==> config.mk <==
export PLATFORM = sky130hd
export DESIGN_NAME = stream_cipher_scheduler
export DESIGN_NICKNAME = d
export VERILOG_FILES = /design/src/rtl/stream_cipher_pkg.sv /design/src/rtl/rr_arbiter.sv /design/src/rtl/stream_cipher_scheduler.sv
export SDC_FILE = /design/constraint.sdc
export NUM_CORES = 1
export LEC_CHECK = 0
export CAP_MARGIN = 20
export CORE_UTILIZATION = 45
export DETAILED_ROUTE_END_ITERATION = 6
export PLACE_DENSITY = 0.79
export SYNTH_ARGS = -nofsm -noshare
export SYNTH_HDL_FRONTEND = slang
export SYNTH_SLANG_ARGS = --single-unit
export TNS_END_PERCENT = 30
==> constraint.sdc <==
create_clock -name clk -period 2.4 [get_ports clk]
set_clock_uncertainty 0.15 [all_clocks]
set_input_delay 0.48 -clock clk [delete_from_list [all_inputs] [get_ports clk]]
set_output_delay 0.48 -clock clk [all_outputs]
set_load 0.05 [all_outputs]
==> src/rtl/stream_cipher_pkg.sv <==
// Shared widths, FSM state type and keystream helpers for the stream cipher scheduler.
package stream_cipher_pkg;

  localparam int unsigned KEY_W  = 4;
  localparam int unsigned BYTE_W = 8;

  typedef enum logic {
    EMPTY = 1'b0,
    FULL  = 1'b1
  } state_e;

  // x^4 + x^3 + 1 Fibonacci step, period 15
  function automatic logic [KEY_W-1:0] lfsr_next(input logic [KEY_W-1:0] s);
    return {s[2:0], s[3] ^ s[2]};
  endfunction

  // The all-zero state locks the LFSR, so it is replaced by 1
  function automatic logic [KEY_W-1:0] seed_sanitize(input logic [KEY_W-1:0] s);
    return (s == '0) ? KEY_W'(1) : s;
  endfunction

endpackage

==> src/rtl/rr_arbiter.sv <==
// Round-robin arbiter: first asserted request at or above ptr, wrapping upward.
module rr_arbiter #(
  parameter int unsigned NUM_CH = 2,
  parameter int unsigned PTR_W  = $clog2(NUM_CH)
) (
  input  logic [NUM_CH-1:0] req,
  input  logic [PTR_W-1:0]  ptr,
  output logic [NUM_CH-1:0] grant,
  output logic [PTR_W-1:0]  grant_idx,
  output logic              grant_any
);

  logic [PTR_W-1:0] idx;

  always_comb begin
    grant     = '0;
    grant_idx = '0;
    grant_any = 1'b0;
    idx       = '0;
    for (int unsigned k = 0; k < NUM_CH; k++) begin
      idx = PTR_W'((32'(ptr) + k) % NUM_CH);
      if (!grant_any && req[idx]) begin
        grant[idx] = 1'b1;
        grant_idx  = idx;
        grant_any  = 1'b1;
      end
    end
  end

endmodule

==> src/rtl/stream_cipher_scheduler.sv <==
// Shares one LFSR-keystream XOR datapath between NUM_CH byte requesters,
// with round-robin admission into a single-entry valid/ready output register.
module stream_cipher_scheduler
  import stream_cipher_pkg::*;
#(
  parameter int unsigned      NUM_CH       = 2,
  parameter logic [KEY_W-1:0] DEFAULT_SEED = 4'b1001,
  parameter int unsigned      CH_W         = $clog2(NUM_CH)
) (
  input  logic                     clk,
  input  logic                     reset,
  input  logic [NUM_CH-1:0]        req_valid,
  input  logic [BYTE_W*NUM_CH-1:0] req_data,
  output logic [NUM_CH-1:0]        req_ready,
  input  logic [NUM_CH-1:0]        seed_load,
  input  logic [KEY_W-1:0]         seed_value,
  output logic                     out_valid,
  input  logic                     out_ready,
  output logic [BYTE_W-1:0]        out_data,
  output logic [CH_W-1:0]          out_ch,
  output logic [KEY_W-1:0]         out_key,
  output logic                     busy
);

  state_e            state_q, state_d;
  logic [CH_W-1:0]   ptr_q;
  logic [KEY_W-1:0]  lfsr_q [NUM_CH];

  logic [NUM_CH-1:0] eligible;
  logic [NUM_CH-1:0] grant;
  logic [CH_W-1:0]   grant_idx;
  logic              grant_any;
  logic              can_accept;
  logic              accept;
  logic [BYTE_W-1:0] sel_data;
  logic [KEY_W-1:0]  sel_key;

  // Channels being reseeded sit out arbitration this cycle
  assign eligible = req_valid & ~seed_load;

  rr_arbiter #(
    .NUM_CH (NUM_CH),
    .PTR_W  (CH_W)
  ) u_arb (
    .req       (eligible),
    .ptr       (ptr_q),
    .grant     (grant),
    .grant_idx (grant_idx),
    .grant_any (grant_any)
  );

  assign can_accept = (state_q == EMPTY) || out_ready;
  assign accept     = grant_any && can_accept && !reset;
  assign req_ready  = accept ? grant : '0;
  assign out_valid  = (state_q == FULL);
  assign busy       = out_valid | (|req_valid);

  // One-hot mux of the granted channel's byte and pre-advance key
  always_comb begin
    sel_data = '0;
    sel_key  = '0;
    for (int unsigned i = 0; i < NUM_CH; i++) begin
      if (grant[i]) begin
        sel_data = req_data[i*BYTE_W +: BYTE_W];
        sel_key  = lfsr_q[i];
      end
    end
  end

  always_comb begin
    state_d = state_q;
    case (state_q)
      EMPTY:   if (accept) state_d = FULL;
      FULL:    if (out_ready && !accept) state_d = EMPTY;
      default: state_d = EMPTY;
    endcase
  end

  always_ff @(posedge clk) begin
    if (reset) state_q <= EMPTY;
    else       state_q <= state_d;
  end

  // Result register only loads on acceptance, so it holds while stalled
  always_ff @(posedge clk) begin
    if (reset) begin
      out_data <= '0;
      out_ch   <= '0;
      out_key  <= '0;
      ptr_q    <= '0;
    end else if (accept) begin
      out_data <= sel_data ^ {sel_key, sel_key};
      out_ch   <= grant_idx;
      out_key  <= sel_key;
      ptr_q    <= (grant_idx == CH_W'(NUM_CH - 1)) ? '0 : grant_idx + CH_W'(1);
    end
  end

  always_ff @(posedge clk) begin
    for (int unsigned i = 0; i < NUM_CH; i++) begin
      if (reset)                    lfsr_q[i] <= DEFAULT_SEED;
      else if (seed_load[i])        lfsr_q[i] <= seed_sanitize(seed_value);
      else if (accept && grant[i])  lfsr_q[i] <= lfsr_next(lfsr_q[i]);
    end
  end

endmodule
# Yosys cells after proc, flatten, opt, wreduce, memory -nomap -nowiden
# Memory sizes are Yosys's and may differ from the RTL's.
# Cells that the tools add are included.
# op_classes
order_cmp,4
n_addsub,2
bitwise_logic,12
reduce_logical,14
n_mux,44
# ops
cell,n
$mux W1,29
$mux W4,7
$mux W8,2
$logic_and A1 B1 Y1,8
$xor A8 B8 Y8,1
$mux W2,3
$or A1 B1 Y1,5
$logic_not A4 Y1,1
$lt A1 B2 Y1 const B,2
$logic_not A1 Y1,3
$add A1 B1 Y1 const B,2
$and A2 B2 Y2,1
$demux W1 S1,2
$ge A1 B1 Y1 const B,2
$not A2 Y2,1
$or A2 B2 Y2,1
$pmux W1 S2,1
$reduce_or A2 Y1,1
$xor A1 B1 Y1,2
$logic_or A1 B1 Y1,1
$not A1 Y1,1
# word_totals
out_inout_bits,17
elab_cells,82
ram_bits,8
register_bits,15
n_memories,1
in_bits,27
# memory_table
name,depth,width,read_ports,rd_ports_with_merged_regs,wr,line_no,text
lfsr_q,2,4,2,0,2,stream_cipher_scheduler.sv:27,logic [KEY_W-1:0] lfsr_q [NUM_CH];

# Logic depth before layout (Yosys ltp)
# depth
depth_word,16
mapped_depth,6
ltp_nobuf,5

# Cells and area by module
# A second synthesis with hierarchy kept.
# unflattened
cells_unflattened,129
hier_area_um2,1272.5
# modules_own_cells
mod,instances,area_per_inst_um2,seq_area_each_um2,cells_each
stream_cipher_scheduler,1,1239.9,540.5,124
rr_arbiter,1,32.5,0.0,5

# Least setup slack after synthesis
# OpenSTA, ideal clock, no wires.
# synth_timing
path_kind,reg-to-reg
start,register state_q (netlist: out_valid)
end,memory lfsr_q[0][0] (enable)
setup_slack_ps,-127
path_stages_with_launch,5
required_time_ps,1942
arrival_time_ps,2069
path_buffers,0
synth_period_minus_slack_ps,2527
setup_time_ps,308
cell_sequence,dfxtp_1 -> nor2b_1 -> a211o_1 -> nor3_2 -> or3_1
# synth_lines
element,line_no,text
from (decl),stream_cipher_scheduler.sv:25,"state_e state_q, state_d;"
from (signal assigned),stream_cipher_scheduler.sv:81,else state_q <= state_d;
to (decl),stream_cipher_scheduler.sv:27,

# Final worst setup path
# layout_timing
start,input port seed_load[1]
end,output port req_ready[1]
# layout_between
elab_chain_len,11
word_cells_on_any_way,16
classes_between,9 x mux; 3 x bitwise; 4 x reduce/logical
# layout_rtl
element,line_no,text
from (decl),stream_cipher_scheduler.sv:15,"input logic [NUM_CH-1:0] seed_load,"
$not A2 Y2 *,stream_cipher_scheduler.sv:39,assign eligible = req_valid & ~seed_load;
$and A2 B2 Y2 *,stream_cipher_scheduler.sv:39,
$mux W1 (implied by the code) (2 in series),rr_arbiter.sv:22,if (!grant_any && req[idx]) begin
$mux W1,rr_arbiter.sv:22,
$logic_not A1 Y1,rr_arbiter.sv:22,
$logic_and A1 B1 Y1,rr_arbiter.sv:22,
$mux W1,rr_arbiter.sv:22,
$logic_and A1 B1 Y1 (2 in series),stream_cipher_scheduler.sv:53,assign accept = grant_any && can_accept && !reset;
$mux W2 *,stream_cipher_scheduler.sv:54,assign req_ready = accept ? grant : '0;
to (decl),stream_cipher_scheduler.sv:14,"output logic [NUM_CH-1:0] req_ready,"
# Every way passes the cells marked *; elsewhere a longest branch is shown, timed or not. The select of a mux whose other input is x is not followed.

==> flow_summary_export.csv <==
group,metric,value,unit
run_status,status,"finished clean",
yosys,synth-simple-area-share,32.5,%
yosys,muxShareOfSynthArea,0,%
yosys,synth_fa_ha_area_share,0,%
global_routing,grtUsageMet2,41.3,%
power_and_ir_drop,power-per-cell-area,478,nW/um^2
global_routing,grt_pass1_wl,5980,um
power_and_ir_drop,p_leak,0.736,nW
sta,finalCritPeriodShare,97.9,%
route,via_count,1310,
yosys,avgSynthCellArea,9.25,um^2
floorplan,coreArea,2760,um^2
global_routing,globalRoute.totalOverflow,0,
min_path,hp-start,"out_ch",
route,avgViaCountPerCell,5.67,
yosys,seq_area_frac_synth,41.1,%
floorplan,rows,19,
setup_path,critical_path_class,"input port to output port",
cells_and_area,antenna_cells,0,
yosys,synth_edf_count,8,
place,port_buffers,43,
setup_path,rr_worst_depth,7,
clock_network,clk_pin_slew_worst_paths,0.12,ns
route,dr.pass1.iters,5,
sta,fin_crit,2.35,ns
clock_network,hold_buffers,0,
sta,timing.fmax,0.425,GHz
global_routing,grt_use_total,23.7,%
sta,hold_viol_final,0,
global_routing,antenna_found_initial,0,
clock_network,cts_tree,"done",
cells_and_area,final_common_cell,"nand3b_1",
sta,finalMaxSlewViolations,0,
clock_network,root_buffer,"clkbuf_4",
yosys,synth_cell_types,28,
setup_path,cp-start-kind,"input port",
job,cap_viol_max_count,0,
global_routing,use_met3,2.56,%
clock_network,clock_path_buffers,2,
yosys,syn-num-nets,169,
sta,rsz0062_at_grt,"false",
global_routing,top_usage_layer,"met2",
floorplan,dieArea,3140,um^2
route,antenna_left,0,
setup_path,cp-end-kind,"output port",
sta,fin_ws,0.0494,ns
cells_and_area,utilization,71.5,%
yosys,syn_inst,142,
yosys,synth_ff_type,"dfxtp_1",
sta,setup_tns,0,ns
yosys,synth_top_family_by_area,"simple AND/OR/NAND/NOR gates",
power_and_ir_drop,finalPower,943,uW
yosys,synth_area,1310,um^2
cells_and_area,nets,228,
cells_and_area,final_cell_mix,"nand3b_1, clkdlybuf4s50_1, buf_4, dfxtp_1, o22ai_1",
global_routing,first_global_vias,1277,
yosys,synth_warnings,0,
route,wirelength,3510,um
global_routing,use_met1,31.6,%
route,drtIter0Drc,35,
route,wl_per_cell,15.2,um
setup_path,worstPathMaxFanout,2,
setup_path,reg2reg_to,"lfsr_q[1][1]",
cells_and_area,area_growth,50.1,%
min_path,holdCritPathClass,"flop to flop",
clock_network,htreeDepth,1,
cells_and_area,design_area,1970,um^2
clock_network,clkLatencyLatePin,0.31,ns
clock_network,cts.sinks,23,
setup_path,cp.arrival,1.72,ns
place,dp_hpwl,2650,um
power_and_ir_drop,vdd_ir_drop_max,0.000428,V
sta,setup_viol,0,
yosys,synth-xor-area-share,6.67,%
sta,relSlewSlack,66.7,%
yosys,synth_compound_area_share,15.7,%
setup_path,crit_required,1.77,ns
floorplan,io_pins,44,
yosys,ys_ff_latch,23,
place,place.gp.congestion,0.842,
sta,worstMarginPinSlew,0.497,ns
floorplan,die_y,56.0,um
min_path,hold_end,"out_ch",
place,dpl-instance-area,1910,um^2
setup_path,rrSetupSlack,0.34,ns
cells_and_area,drive_above_1_share,18.0,%
floorplan,start_util,47.6,%
global_routing,grt_max_degree,23,
min_path,holdPathStages,2,
route,drc,0,
yosys,async_reset_ff_share,0,%
setup_path,r2r_start,"out_valid",
place,place_ws,-0.222,ns
clock_network,cts_buffers,3,
floorplan,die_width,56.0,um
[area by class of cell]
cell class / instances / area, um^2
fillers: 223 / 786
multi-input cells: 106 / 744
repair buffers: 65 / 608
flip-flops and latches: 23 / 541
well taps: 31 / 38.8
clock buffers: 3 / 22.5
inverters: 2 / 12.5
clock inverters: 1 / 5.00
[per-stage QoR]
stage                     hold WS (ns)  std cells
after CTS                        0.339        230
final                            0.337        231
after global placement           0.298        225
after floorplan                  0.327        142
after detailed placement         0.317        225
after global routing             0.361        231
[worst max-delay path: stages]
cell	delay [ns]
clkdlybuf4s15_1	0.19
nand2b_4	0.15
a211o_1	0.31
or3_4	0.40
clkinv_4	0.07
buf_12	0.12
[synthesized netlist by cell type (all sizes together), types with 2 or more instances]
| cell | instances | share of area [%] |
|---|---|---|
| a22oi | 2 | 1.1 |
| nor3 | 3 | 1.5 |
| o21ai | 8 | 3.0 |
| o22ai | 12 | 6.2 |
| nor2 | 4 | 1.1 |
| a21oi | 2 | 0.76 |
| buf | 2 | 0.76 |
| nand3b | 36 | 21 |
| dfxtp | 15 | 23 |
| a22o | 4 | 2.7 |
| nand2 | 10 | 2.9 |
| xnor2 | 10 | 6.7 |
| nor2b | 3 | 1.4 |
| clkbuf | 9 | 2.6 |
| edfxtp | 8 | 18 |
| nand2b | 2 | 0.95 |
| or3 | 4 | 2.3 |
[repair_timing]
action,4_1_cts,5_1_grt
gates resized for setup,11,1
pin swaps,2,2
setup buffers,1,1
endpoints found under the setup margin,2,1
[flip-flops by register name (all words and copies together), names as in the netlist]
name / cells
lfsr_q: 8
out_ch: 1
out_data: 8
out_key: 4
out_valid: 1
ptr_q: 1
[power breakdown]
group,switching [mW],internal [mW],total (mW)
Clock,0.122,0.0622,0.184
Sequential,0.0176,0.433,0.451
Combinational,0.165,0.144,0.309
Total,0.304,0.639,0.943
[per-layer routing]
metal | vias up | part of all wire (%)
met5 | - | 0
met4 | 0 | 0.97
met3 | 4 | 4.4
met2 | 41 | 49
met1 | 627 | 45
li1 | 638 | -
[cells by family (layout without fill, tap and decap cells)]
kind of cell,after synthesis,after routing
compound gates,31,31
xor+xnor,10,10
buf+inv,13,71
flops,23,23
simple gates,65,65
[worst max-delay path by stage]
stage	from	to	slack (ns)	cells past startpoint
after floorplan	out_valid	lfsr_q[1][0]	0.07	5
after global placement	seed_load[1]	req_ready[1]	-0.16	6
after detailed placement	seed_load[1]	req_ready[1]	-0.22	6
after CTS	seed_load[1]	req_ready[1]	0.02	6
after global routing	seed_load[1]	req_ready[1]	0.01	6
final	seed_load[1]	req_ready[1]	0.05	6
Power figures use the tool's default switching activity.
